## config.mk

```make
export PLATFORM = sky130hd
export DESIGN_NAME = ram_block_engine
export DESIGN_NICKNAME = d
export VERILOG_FILES = /design/src/rtl/ram_block_engine.sv
export SDC_FILE = /design/constraint.sdc
export NUM_CORES = 1
export LEC_CHECK = 0
export CAP_MARGIN = 20
export CELL_PAD_IN_SITES_DETAIL_PLACEMENT = 1
export CELL_PAD_IN_SITES_GLOBAL_PLACEMENT = 2
export CORE_MARGIN = 2
export CORE_UTILIZATION = 34
export CTS_CLUSTER_SIZE = 20
export DETAILED_ROUTE_END_ITERATION = 8
export PLACE_DENSITY_LB_ADDON = 0.1
export RECOVER_POWER = 50
export SYNTH_ARGS = -nofsm -noshare
export SYNTH_HDL_FRONTEND = slang
export SYNTH_SLANG_ARGS = --single-unit
```

## constraint.sdc

```tcl
create_clock -name clk -period 8.6 [get_ports clk]
set_input_delay 1.72 -clock clk [delete_from_list [all_inputs] [get_ports clk]]
set_output_delay 1.72 -clock clk [all_outputs]
set_load 0.005 [all_outputs]
```

## src/rtl/ram_block_engine.sv

```systemverilog
// Block-operation initiator for a single-port register-array RAM.
// Runs one FILL, forward COPY or 32-bit SUM per accepted start command.
module ram_block_engine #(
    parameter int ADDR_W = 8,
    parameter int DATA_W = 32
) (
    input  logic              clk,
    input  logic              rst_n,
    input  logic              start,
    input  logic [1:0]        op,
    input  logic [ADDR_W-1:0] src_addr,
    input  logic [ADDR_W-1:0] dst_addr,
    input  logic [ADDR_W:0]   len,
    input  logic [DATA_W-1:0] pattern,
    output logic              busy,
    output logic              done,
    output logic [DATA_W-1:0] result,
    output logic [ADDR_W-1:0] mem_addr,
    output logic [DATA_W-1:0] mem_wdata,
    output logic              mem_wen,
    input  logic [DATA_W-1:0] mem_rdata,
    output logic [1:0]        state_dbg
);

    // Command handshake: start is a strobe honoured only in IDLE; busy rises the
    // cycle after acceptance and stays high through the single-cycle done pulse.
    // Any start seen while busy is dropped without side effects.

    typedef enum logic [1:0] {
        IDLE = 2'd0,
        RD   = 2'd1,
        WR   = 2'd2,
        DONE = 2'd3
    } state_t;

    localparam logic [1:0] OP_FILL = 2'b00;
    localparam logic [1:0] OP_COPY = 2'b01;
    localparam logic [1:0] OP_SUM  = 2'b10;
    localparam logic [1:0] OP_RSVD = 2'b11;

    state_t              state_q, state_d;
    logic [1:0]          op_q, op_d;
    logic [ADDR_W-1:0]   src_q, src_d;
    logic [ADDR_W-1:0]   dst_q, dst_d;
    logic [ADDR_W:0]     len_q, len_d;
    logic [DATA_W-1:0]   pat_q, pat_d;
    logic [ADDR_W:0]     cnt_q, cnt_d;
    logic [ADDR_W:0]     cnt_inc;
    logic                more;

    logic                busy_d, done_d, wen_d;
    logic [DATA_W-1:0]   result_d, wdata_d;
    logic [ADDR_W-1:0]   addr_d;

    assign cnt_inc   = cnt_q + {{ADDR_W{1'b0}}, 1'b1};
    assign more      = (cnt_inc < len_q);
    assign state_dbg = state_q;

    // Next-state logic computes the values every output will hold in the next
    // state, so all mem_* pins come straight from flops.
    always_comb begin
        state_d  = state_q;
        op_d     = op_q;
        src_d    = src_q;
        dst_d    = dst_q;
        len_d    = len_q;
        pat_d    = pat_q;
        cnt_d    = cnt_q;
        busy_d   = busy;
        done_d   = 1'b0;
        result_d = result;
        addr_d   = mem_addr;
        wdata_d  = mem_wdata;
        wen_d    = 1'b0;

        case (state_q)
            IDLE: begin
                if (start) begin
                    op_d     = op;
                    src_d    = src_addr;
                    dst_d    = dst_addr;
                    len_d    = len;
                    pat_d    = pattern;
                    cnt_d    = '0;
                    result_d = '0;
                    busy_d   = 1'b1;
                    if (len == '0 || op == OP_RSVD) begin
                        state_d = DONE;
                        done_d  = 1'b1;
                    end else if (op == OP_FILL) begin
                        state_d = WR;
                        wen_d   = 1'b1;
                        addr_d  = dst_addr;
                        wdata_d = pattern;
                    end else begin
                        state_d = RD;
                        addr_d  = src_addr;
                    end
                end
            end

            RD: begin
                if (op_q == OP_SUM) begin
                    result_d = result + mem_rdata;
                    cnt_d    = cnt_inc;
                    if (more) begin
                        addr_d = src_q + cnt_inc[ADDR_W-1:0];
                    end else begin
                        state_d = DONE;
                        done_d  = 1'b1;
                    end
                end else begin
                    wdata_d = mem_rdata;
                    state_d = WR;
                    wen_d   = 1'b1;
                    addr_d  = dst_q + cnt_q[ADDR_W-1:0];
                end
            end

            WR: begin
                cnt_d = cnt_inc;
                if (more) begin
                    if (op_q == OP_FILL) begin
                        wen_d   = 1'b1;
                        addr_d  = dst_q + cnt_inc[ADDR_W-1:0];
                        wdata_d = pat_q + DATA_W'(cnt_inc);
                    end else begin
                        state_d = RD;
                        addr_d  = src_q + cnt_inc[ADDR_W-1:0];
                    end
                end else begin
                    state_d = DONE;
                    done_d  = 1'b1;
                end
            end

            DONE: begin
                state_d = IDLE;
                busy_d  = 1'b0;
            end

            default: begin
                state_d = IDLE;
                busy_d  = 1'b0;
            end
        endcase
    end

    always_ff @(posedge clk) begin
        if (!rst_n) begin
            state_q   <= IDLE;
            op_q      <= OP_FILL;
            src_q     <= '0;
            dst_q     <= '0;
            len_q     <= '0;
            pat_q     <= '0;
            cnt_q     <= '0;
            busy      <= 1'b0;
            done      <= 1'b0;
            result    <= '0;
            mem_addr  <= '0;
            mem_wdata <= '0;
            mem_wen   <= 1'b0;
        end else begin
            state_q   <= state_d;
            op_q      <= op_d;
            src_q     <= src_d;
            dst_q     <= dst_d;
            len_q     <= len_d;
            pat_q     <= pat_d;
            cnt_q     <= cnt_d;
            busy      <= busy_d;
            done      <= done_d;
            result    <= result_d;
            mem_addr  <= addr_d;
            mem_wdata <= wdata_d;
            mem_wen   <= wen_d;
        end
    end

endmodule

```

* Word level (Yosys, flattened, before mapping)
Cells that the tools add are included.
Cells by class: div/mod/pow operators 0, order comparisons 1, eq/ne operators 15, add/sub/neg operators 6, bitwise gates (word level) 0, shift-type cells 0, multiplexer cells 43, multipliers 0, reduce and logical (&&, ||, !) cells 15
Operators with widths (count):
- $mux W32 | 8
- $pmux W32 S3 | 1
- $pmux W32 S2 | 1
- $mux W8 | 7
- $add A32 B32 Y32 | 1
- $add A32 B9 Y32 | 1
- $pmux W9 S3 | 1
- $add A8 B8 Y8 | 3
- $pmux W8 S3 | 1
- $mux W9 | 2
- $mux W2 | 7
- $ne A2 B2 Y1 const B | 7
- $mux W1 | 11
- $add A9 B1 Y9 const B | 1
- $logic_not A9 Y1 | 1
- $lt A9 B9 Y1 | 1
- $ne A3 B3 Y1 const B | 3
- $reduce_and A3 Y1 | 3
- $eq A2 B2 Y1 const B | 4
- $pmux W2 S4 | 1
- $reduce_and A7 Y1 | 1
- $logic_not A2 Y1 | 3
- $pmux W1 S3 | 2
- $reduce_and A5 Y1 | 1
- other kinds (6) | 8
Storage, ports and cells: bits in registers 145, RAM bits 0, bits in read-only memories 0, word-level logic and storage cells 93, input port bits 94, memories kept 0, latch bits 0, output and inout bits 77

* Depth between registers and ports, before layout
Gate-level depths: netlist of the first run.
word-level depth 5, mapped depth 17, mapped depth without buffers 15

* Least setup slack after synthesis of the first run
No wires, ideal clock.
path type in2reg, start point in mem_rdata[0], end point reg result[24], setup time 0.123 ns, path slack 4.327 ns, required time 8.477 ns, stages 11, buffers on the path 0, data arrival time 4.150 ns, cell sequence ha_1 fa_1 a21o_2 nand4_1 nand2_2 a311o_1 a21o_1 a311o_1 a211oi_1 mux2i_1 nand3_1
Between the ends: longest elaborated chain between the ends 3
Ends and longest elaborated chain:
- start: declaration | line 21 | input logic [DATA_W-1:0] mem_rdata,
- $add A32 B32 Y32 | line 104 | result_d = result + mem_rdata;
- $mux W32 | line 103 | if (op_q == OP_SUM) begin
- $pmux W32 S2 | line 76 | case (state_q)
- end signal: assignment | line 174 | result <= result_d;
- end: declaration | line 17 | output logic [DATA_W-1:0] result,
Every way passes these cells. The select of a mux whose other input is x is not followed. A chain may end at the register's enable or synchronous reset.

* Worst setup path in the final report of the first run
start point in start, end point reg done
Between the ends: longest elaborated chain between the ends 2
Ends and longest elaborated chain:
- start: declaration | line 9 | input logic start,
- $mux W1 | line 78 | if (start) begin
- $pmux W1 S3 | line 76
- end signal: assignment | line 173 | done <= done_d;
- end: declaration | line 16 | output logic done,
Every way passes these cells.

==> results of run 1 <==
==> per-layer routing <==
metal	part of all wire, %	vias up
li1	-	4687
met1	48	4533
met2	47	165
met3	4.0	24
met4	1.4	0
met5	0	-
==> synthesized netlist by cell type, types with 38 or more instances <==
master / count
ha_1: 75
inv_1: 38
clkbuf_1: 57
nor2b_1: 42
nor2_1: 54
nand3_1: 38
o21ai_0: 63
a21boi_0: 71
xnor2_1: 50
dfxtp_1: 145
nand2_1: 206
a21oi_1: 66
==> metrics by stage <==
stage	utilization [%]	instance area [sq um]	power, mW	hold slack, ps	setup WS (ps)
floorplan	-	9850	1.94	441	4330
global placement	41.4	11800	2.59	454	3550
detailed placement	41.4	11800	2.61	461	3470
CTS	43.6	12500	3.47	471	3790
global route	43.6	12500	3.64	482	3370
finish	43.6	12500	3.38	463	3720
==> worst paths after layout <==
path	from	to	slack (ps)	cells after the start
max	start	done$_SDFF_PN0_	3720	5
min	mem_wdata[2]$_SDFFE_PN0P_	mem_wdata[2]$_SDFFE_PN0P_	460	2
max reg2reg	cnt_q[0]$_SDFFE_PN0P_	mem_wdata[27]$_SDFFE_PN0P_	3880	15
min reg2reg	mem_wdata[2]$_SDFFE_PN0P_	mem_wdata[2]$_SDFFE_PN0P_	460	2
==> report_power, final <==
group	leakage (nW)	internal, mW	total, mW	switching (mW)
logic	3.67	0.609	1.60	0.989
clock network	0.299	0.515	0.845	0.331
registers	1.19	0.825	0.939	0.114
==> area by class of cell <==
| cell class | instances | area [sq um] | share of cell area (%) |
|---|---|---|---|
| Clock buffer | 18 | 429 | 3.44 |
| Tap cell | 384 | 480 | 3.85 |
| Inverter | 38 | 143 | 1.14 |
| Multi-Input combinational cell | 989 | 6520 | 52.2 |
| Sequential cell | 145 | 2900 | 23.3 |
| Timing Repair Buffer | 184 | 1790 | 14.4 |
| Clock inverter | 13 | 211 | 1.69 |
==> kinds of logic (layout without fill, tap and decap cells) <==
| kind of cell | count (synthesis) | after routing | share of synthesized area [%] |
|---|---|---|---|
| DFF | 145 | 145 | 29.5 |
| xor gates and xnor gates | 79 | 79 | 7.02 |
| adders and majority gates | 80 | 80 | 10.5 |
| muxes | 14 | 14 | 1.44 |
| AOI/OAI and AO/OA | 353 | 353 | 24.4 |
| buffers and inverters | 110 | 253 | 4.46 |
| and+or+nand+nor | 463 | 463 | 22.7 |
==> registers in the layout, indices dropped and copies added (netlist names), 8 cells and up <==
name	cells
mem_wdata	32
pat_q	32
result	32
cnt_q	9
len_q	9
dst_q	8
mem_addr	8
src_q	8
==> tightest hold or removal path, stage by stage, from the launching register on <==
cell and delay, ps:
dfxtp_1 310, nand2_1 50, a21boi_0 60
==> results.md, run 1 <==
* Status: finished, violations left
* Failing checks: capacitance limit, slew limit
* Synth top area share at 29.5%
* Leakage at 5.15 nW
* Initial Utilization at 34.4%
* Die X-Extent at 174 um
* Via count at 9409
* CP peak stage delay at 2070 ps
* Commonest non-fill, non-tap cell in the layout: nand2_1
* Hold Crit Class: reg -> reg
* CP Data Arrival Time at 5200 ps
* GRT met1 Usage at 30.0%
* CTS Buffer Depth at 2
* Relative slew margins at -95.2%
* Non-filler cells, final at 1771
* Residual DRC count at 0
* Worst setup SP type: primary input
* Critical path's top delay family: buffers and inverters
* # IOs at 171
* Diode count at 0
* Share of synthesized registers carrying an async set or reset at 0%
* Synth Flop Type: dfxtp_1
* Total clock sinks at 145
* Mapped Nets at 1418
* Routed WL at 33900 um
* Grt ovf at 0
* CTS-repair resized insts at 0
* CTS buffer count at 17
* Placed Cells at 1740
* Die ar. at 30400 sq um
* Pre-Repair DR Iteration Count at 4
* DP Wirelength at 24800 um
* Row cnt at 62
* Routability cong. at 0.825
* H-tree depth at 4
* Worst-Skew Late Latency at 440 ps
* Post-CTS Setup Inserts at 0
* Synthesized area at 9850 sq um
* Wire length per cell at 19.1 um
* RSZ-0062 raised after global routing: false
* Synth cell types at 63
* Max Clk Rate at 205 MHz
* Die height at 174 um
* Fill cells at 3450
* Most frequent cells in the layout: nand2_1, dfxtp_1, clkdlybuf4s50_1, dlygate4sd3_1, ha_1
* Cell breakdown of the critical path: dlygate4sd3_1, nand2_2, clkbuf_1, o21ai_0, and3_1
* Initial DRC count at 469
* Worst Setup Path Type: in -> reg
* Vias in the first global route at 9718
* First-pass GRT wire length at 54500 um
* Worst Tran Pin Value at 2930 ps
* # setup viols final at 0
* Busiest grt layer: met2
* PwrDens at 271 nW/um^2
* CTS tree: yes
* Tcrit/Tclk final at 56.8%
* Setup_tns at 0 ps
* Worst-path maximum fanout at 62
* Largest net degree at the start of global routing at 72
* IO Port Bufs at 170
* Share of cells above drive strength 1 at 4.25%
* Bufs and invs on worst path at 2
* Register bit total from synthesis at 145
* Nets at 1549
* Fin crit period at 4880 ps
* Reg clk slew, reported paths at 70 ps
* Post-Syn Instances at 1244
* Average via count per standard cell at 5.31
* GRT Total Usage at 22.6%
* Antenna viol nets, final at 0
* Critical path's slowest cell: clkbuf_1
* Worst EP required at 8920 ps
* VDD IR max at 0.176 mV
* Largest cells by area after synthesis: dfxtp_1, ha_1, nand2_1
* Ys Warns at 0
* Cell taking the most area after synthesis: dfxtp_1
* Core box area at 28600 sq um
* Nature of the critical path endpoint: flop
* Clock skew at 15.5 ps
* Area Growth Syn to Fin at 26.6%
* Clock Root Buffer: clkbuf_16
* Synth Area per Inst at 7.92 sq um
* Post-cts hold buffer count at 0
* Number of synthesized flops with an enable pin at 0
* Routing usage on met3 at 3.08%
* Register area share after synthesis at 29.5%
* Hold Fails Final Rpt at 0
* Slew Viols, Final at 63
* # Max-Cap Violations at 1
* Grt met2 use at 38.7%
* Antenna violations before repair at 0
Note: power is estimated with default switching activity, not from simulation.
==> run 2, diff against run 1 <==
Settings changed: CORE_UTILIZATION 34 to 31.
Clock period 8.6 ns to 4.52 ns, I/O delays scaled along.
==> run 2 against run 1 <==
  * The flow now finishes without violations
  * Combinational power up 99%
  * Clock skew is 0.89 ps higher
  * Core utilization is 3.3 points lower
  * Flip-flop and latch count unchanged
  * Global-route usage down 0.81 points
  * Critical path depth up 10
  * Wire length rose by 5.0%
  * Sequential power increased by 92%
  * Critical path type is now reg -> reg
  * Largest power group unchanged
  * Highest routed layer unchanged
==> results.md, run 2 (synthesis gave the netlist of run 1 again) <==
* Status: completed
* Row cnt at 65 (+4.8%)
* Pre-Repair DR Iteration Count at 5 (+1)
* # setup viols final at 0 (unchanged)
* Relative slew margins at 10.7% (+110 points)
* Initial Utilization at 31.4% (-3.0 points)
* Core box area at 31400 sq um (+9.7%)
* CP Data Arrival Time at 4180 ps (-1020 ps)
* Total clock sinks at 145 (unchanged)
* RSZ-0062 raised after global routing: false
* First-pass GRT wire length at 56400 um (+3.4%)
* Reg clk slew, reported paths at 70 ps (about the same)
* Setup WS pre-CTS at 240 ps (-3230 ps)
* Clock Root Buffer: clkbuf_16
* IO Port Bufs at 170 (unchanged)
* Hold Crit Endpoint: mem_wdata[2]$_SDFFE_PN0P_
* Hold Fails Final Rpt at 0 (unchanged)
* Routability cong. at 0.843 (+2.2%)
* # IOs at 171 (unchanged)
* Max Clk Rate at 259 MHz
* Routed WL at 35600 um (+5.0%)
* Slew Viols, Final at 0 (-100%)
* Largest regs: mem_wdata (32), pat_q (32), result (32)
* DP Wirelength at 26700 um (+7.8%)
* Wire length per cell at 19.7 um (+2.8%)
* Worst EP required at 4830 ps (-4090 ps)
* Largest net degree at the start of global routing at 89 (+24%)
* Die height at 182 um (+4.6%)
* Worst r2r path cells at 15 (unchanged)
* Average via count per standard cell at 5.30 (-0.33%)
* Tcrit/Tclk final at 85.5%
* Worst-Skew Late Latency at 440 ps (about the same)
* CTS tree: yes
* PwrDens at 517 nW/um^2 (+91%)
* Residual DRC count at 0 (unchanged)
* Flop2flop setup slack at 660 ps (-3220 ps)
* CTS Buffer Depth at 2 (unchanged)
* Nets at 1568 (+1.2%)
* Reg2reg start: cnt_q[0]$_SDFFE_PN0P_
* Worst-path maximum fanout at 9 (-85%)
* Leakage at 5.27 nW (+2.3%)
* Post-CTS Setup Inserts at 0 (unchanged)
* H-tree depth at 4 (unchanged)
* Vias in the first global route at 9854 (+1.4%)
* Worst setup SP type: flop
* Worst Setup Path Type: reg -> reg
* Commonest non-fill, non-tap cell in the layout: nand2_1
* Worst Hold Path Cells at 2 (unchanged)
* CTS buffer count at 17 (unchanged)
* Share of cells above drive strength 1 at 5.76% (+1.5 points)
* GRT Total Usage at 21.8% (-0.81 points)
* Antenna viol nets, final at 0 (unchanged)
* # Max-Cap Violations at 0 (-1)
* Crit Reg-Reg Endpoint: mem_wdata[14]$_SDFFE_PN0P_
* Hold Crit Class: reg -> reg
* Area Growth Syn to Fin at 28.4%
* Setup_tns at 0 ps (unchanged)
* Grt ovf at 0 (unchanged)
* Via count at 9579 (+1.8%)
* Clock skew at 16.4 ps (+0.889 ps)
* Nature of the critical path endpoint: flop
* Fin crit period at 3860 ps
* PnR worst setup slack at 657 ps (-3060 ps)
* VDD IR max at 0.354 mV (+100%)
* Die X-Extent at 182 um (+4.6%)
* CTS-repair resized insts at 0 (unchanged)
* Initial DRC count at 466 (-0.64%)
* Worst Tran Pin Value at 1340 ps (-1590 ps)
* Hold path startpoint: mem_wdata[2]$_SDFFE_PN0P_
* Post-cts hold buffer count at 0 (unchanged)
* Diode count at 0 (unchanged)
* Die ar. at 33200 sq um (+9.4%)
* Most frequent cells in the layout: nand2_1, dfxtp_1, clkdlybuf4s50_1, dlygate4sd3_1, ha_1
* Antenna violations before repair at 0 (unchanged)
[run 2: stage by stage]
step                std cells  total power [mW]  utilization (%)  cell area [sq um]  hold slack (ps)
finish                   1809              6.54             40.3              12600              462
global route             1809              7.03             40.3              12600              485
CTS                      1809              6.71             40.3              12600              467
detailed placement       1777              5.12             38.3              12000              458
global placement         1777              5.06             38.3              12000              455
floorplan                1244              3.69                -               9850              441
[run 2: critical path, stage by stage, from the launching register on]
cell      delay [ps]
dfxtp_1          500
ha_1             270
nand3_1          160
inv_1            110
nand3_1          160
nor2_1           220
xor2_1           430
ha_1             260
and2_1           160
nand2b_1          60
a211o_1          260
nand2_1          350
nand3_1          150
xnor2_1          150
a221oi_1         330
o21ai_0          160
[run 2: where the power goes]
group	internal [mW]	switching (mW)
clock	0.913	0.649
combinational	1.23	1.95
sequential	1.57	0.227
[run 2: layer usage]
layer	GRT usage [%]	wire length (um)	share of wire (%)	vias up
li1	-	-	-	4730
met1	29.1	17100	48	4650
met4	5.29	555	1.6	0
met3	3.29	1050	2.9	32
met2	36.8	16800	47	167
met5	0	0	0	-
[run 2: area by class of cell]
cell class	count	area, sq um
Multi-Input combinational cell	989	6510
Clock buffer	20	457
Inverter	38	143
Sequential cell	145	2900
Clock inverter	12	169
Timing Repair Buffer	203	1960
Fill cell	3747	18700
Tap cell	402	503
[run 2: worst max path at each step]
stage	startpoint	slack (ps)	endpoint	cells after the start
2_1_floorplan	mem_rdata[0]	1060	result[24]$_SDFFE_PN0P_	11
3_3_place_gp	mem_rdata[0]	300	result[24]$_SDFFE_PN0P_	12
3_5_place_dp	mem_rdata[8]	240	result[31]$_SDFFE_PN0P_	12
4_1_cts	cnt_q[0]$_SDFFE_PN0P_	590	mem_wdata[31]$_SDFFE_PN0P_	13
5_1_grt	cnt_q[0]$_SDFFE_PN0P_	190	mem_wdata[31]$_SDFFE_PN0P_	13
6_report	cnt_q[0]$_SDFFE_PN0P_	660	mem_wdata[14]$_SDFFE_PN0P_	15
==> run 3, diff against run 2 <==
Settings changed: ABC_AREA set to 1, CORE_UTILIZATION 31 to 29.
==> run 3 against run 2 <==
  * Via count grew 24%
  * Critical endpoint is now mem_wdata[7]$_SDFFE_PN0P_
  * The flow now finishes with violations (capacitance limit, slew limit)
  * Largest cell class unchanged
  * First-iteration DRC count grew 6.9%
  * Synthesized cell count grew 38%
  * Worst setup slack gained 390 ps
  * Synthesized area grew 11%
  * Core utilization shrank 3.9 points
  * Global-route usage grew 1.9 points
==> results.md, run 3 <==
* VDD IR max at 0.297 mV (-16%)
* Worst Hold Path Cells at 2 (unchanged)
* Post-cts hold buffer count at 0 (unchanged)
* Core box area at 37300 sq um (+19%)
* Worst EP required at 4850 ps (+20 ps)
* Area Growth Syn to Fin at 24.5%
* Worst Tran Pin Value at 1780 ps (+441 ps)
* Synthesized area at 10900 sq um (+11%)
* # IOs at 171 (unchanged)
* Die height at 198 um (+8.6%)
* Largest cells by area after synthesis: dfxtp_1, nand2_1, a21oi_1
* Mapped Nets at 1896 (+34%)
* Worst-Skew Late Latency at 460 ps (+20 ps)
* Post-Place Cell Area at 12900 sq um (+7.6%)
* Crit Reg-Reg Endpoint: mem_wdata[7]$_SDFFE_PN0P_
* First-pass GRT wire length at 70400 um (+25%)
* Routed WL at 45700 um (+29%)
* PnR worst setup slack at 1050 ps (+389 ps)
* Initial DRC count at 498 (+6.9%)
* CTS Buffer Depth at 2 (unchanged)
* Vias in the first global route at 11900 (+21%)
* Design area at 13600 sq um (+7.4%)
* Diode count at 0 (unchanged)
* Fill cells at 4777 (+27%)
* Grt ovf at 0 (unchanged)
* Hold Crit Class: reg -> reg
* Failing checks: capacitance limit, slew limit
* Via count at 11800 (+24%)
* CTS-repair resized insts at 0 (unchanged)
* Worst Setup Path Type: reg -> reg
* Placed Cells at 2317 (+30%)
* Commonest non-fill, non-tap cell in the layout: nand2_1
* Status: finished, violations left
* Worst setup SP type: flop
* Reg clk slew, reported paths at 70 ps (about the same)
* Synth Flop Type: dfxtp_1
* GRT Total Usage at 23.7% (+1.9 points)
* Routability cong. at 0.843 (about the same)
* Setup WS pre-CTS at 1070 ps (+826 ps)
* Tot Pwr at 7.15 mW (+9.3%)
* Synth top area share at 26.6% (-2.9 points)
* Share of cells above drive strength 1 at 6.40% (+0.64 points)
* Pre-Repair DR Iteration Count at 5 (unchanged)
* Antenna violations before repair at 0 (unchanged)
* # setup viols final at 0 (unchanged)
* Register bit total from synthesis at 145 (unchanged)
* Wire length per cell at 19.5 um (-1.1%)
* Worst r2r path cells at 14 (-1)
* Nets at 2037 (+30%)
* H-tree depth at 4 (unchanged)
* Post-CTS Setup Inserts at 0 (unchanged)
* Reg2reg start: cnt_q[0]$_SDFFE_PN0P_
* Hold Crit Endpoint: len_q[1]$_SDFFE_PN0P_
* Clock Root Buffer: clkbuf_16
* IO Port Bufs at 170 (unchanged)
* Post-Syn Instances at 1722 (+38%)
* CP Data Arrival Time at 3800 ps (-380 ps)
* Util after Layout at 36.4% (-3.9 points)
* Total clock sinks at 145 (unchanged)
* # Max-Cap Violations at 1 (+1)
* Worst-path maximum fanout at 33 (+24)
* Residual DRC count at 0 (unchanged)
* Hold slack final at 465 ps (+2.82 ps)
* Number of synthesized flops with an enable pin at 0 (unchanged)
* Hold Fails Final Rpt at 0 (unchanged)
* Largest regs: mem_wdata (32), pat_q (32), result (32)
* Commonest cells in the netlist: nand2_1, a21oi_1, nor2_1, inv_1, dfxtp_1
* Row cnt at 71 (+9.2%)
* Antenna viol nets, final at 0 (unchanged)
* Slew Viols, Final at 90 (+90)
* Fin crit period at 3470 ps (-389 ps)
* CTS tree: yes
* Relative slew margins at -18.5% (-29 points)
* RSZ-0062 raised after global routing: false
* DP Wirelength at 35800 um (+34%)
* Setup_tns at 0 ps (unchanged)
* Cell taking the most area after synthesis: dfxtp_1
* Tcrit/Tclk final at 76.8% (-8.6 points)
* Average via count per standard cell at 5.04 (-4.9%)
* Share of synthesized registers carrying an async set or reset at 0% (unchanged)
* Initial Utilization at 29.2% (-2.1 points)
* CTS buffer count at 17 (unchanged)
* Largest net degree at the start of global routing at 90 (+1.1%)
* Synth Area per Inst at 6.33 sq um (-20%)
* Hold path startpoint: len_q[1]$_SDFFE_PN0P_
* Nature of the critical path endpoint: flop
* Top-count cell post-synth: nand2_1
* Flop2flop setup slack at 1050 ps (+390 ps)
* Most frequent cells in the layout: nand2_1, a21oi_1, nor2_1, inv_1, dfxtp_1
* Leakage at 6.17 nW (+17%)
* PwrDens at 526 nW/um^2 (+1.8%)
* Register area share after synthesis at 26.6% (-2.9 points)
* Die ar. at 39200 sq um (+18%)
* Ys Warns at 0 (unchanged)
* Max Clk Rate at 288 MHz (+11%)
* Die X-Extent at 198 um (+8.6%)
* Clock skew at 10.7 ps (-5.68 ps)
* Non-filler cells, final at 2350 (+30%)
* Synth cell types at 56 (-11%)
==> run 3: changes by cell type in the layout (fill, tap and decap cells not counted), moves of 29 or more <==
cell / before / now
nand3_1: 38 / 136
a21boi_0: 71 / 1
nor2_1: 54 / 177
a221oi_1: 29 / 0
nor2b_1: 42 / 0
o21ai_0: 63 / 118
o21ai_1: 1 / 31
xnor2_1: 50 / 5
a21o_1: 30 / 0
nand2_1: 206 / 452
a21oi_1: 66 / 194
inv_1: 38 / 156
==> run 3: layout make-up <==
class                   instances  area, sq um  share of cell area [%]
multi-input cells            1348         7020                    51.7
flip-flops and latches        145         2900                    21.4
repair buffers                180         1790                    13.1
inverters                     171          656                    4.83
well taps                     474          593                    4.37
clock buffers                  19          453                    3.34
clock inverters                13          174                    1.28
==> run 3: worst max path at each step <==
stage                               start                   endpoint  cells after the start  slack (ps)
floorplan                    mem_rdata[0]    result[14]$_SDFFE_PN0P_                     11        2030
global placement             mem_rdata[0]    result[14]$_SDFFE_PN0P_                     12        1150
detailed placement  cnt_q[0]$_SDFFE_PN0P_  mem_wdata[7]$_SDFFE_PN0P_                     14        1070
CTS                 cnt_q[0]$_SDFFE_PN0P_  mem_wdata[5]$_SDFFE_PN0P_                     14        1060
global route        cnt_q[1]$_SDFFE_PN0P_  mem_wdata[8]$_SDFFE_PN0P_                     15         720
finish              cnt_q[0]$_SDFFE_PN0P_  mem_wdata[7]$_SDFFE_PN0P_                     14        1050
==> run 3: critical path, cell delays in order, from the launching register on <==
cell and delay, ps:
dfxtp_1 410, inv_1 180, nor3_1 270, xor2_1 600, ha_1 360, nand2_1 70
nor2_1 40, nand3_1 70, nand3_1 150, nand2_1 170, inv_2 70, nor2_4 650
nand2_1 130, o21ai_1 110, nor2_1 50
==> run 3: logic make-up (layout without fill, tap and decap cells) <==
logic type / Yosys count / after routing / synth area share (%)
AND/OR/NAND/NOR: 874 / 874 / 35.0
AO/OA/AOI/OAI: 383 / 383 / 18.8
buffers and inverters: 229 / 383 / 9.14
flip-flops: 145 / 145 / 26.6
adder cells (fa/ha/maj): 80 / 80 / 9.52
XOR/XNOR: 11 / 11 / 0.883
==> run 3: layer usage <==
| metal | vias to the layer above | GRT usage (%) | routed length (um) |
|---|---|---|---|
| li1 | 6004 | - | - |
| met1 | 5604 | 30.8 | 21700 |
| met2 | 180 | 40.8 | 21700 |
| met3 | 50 | 2.78 | 1120 |
| met4 | 0 | 7.44 | 1120 |
| met5 | - | 0 | 0 |
==> run 3: where the power goes <==
part	total (mW)	switching (mW)	internal (mW)
logic	3.67	2.43	1.25
clock network	1.57	0.666	0.909
registers	1.90	0.278	1.62
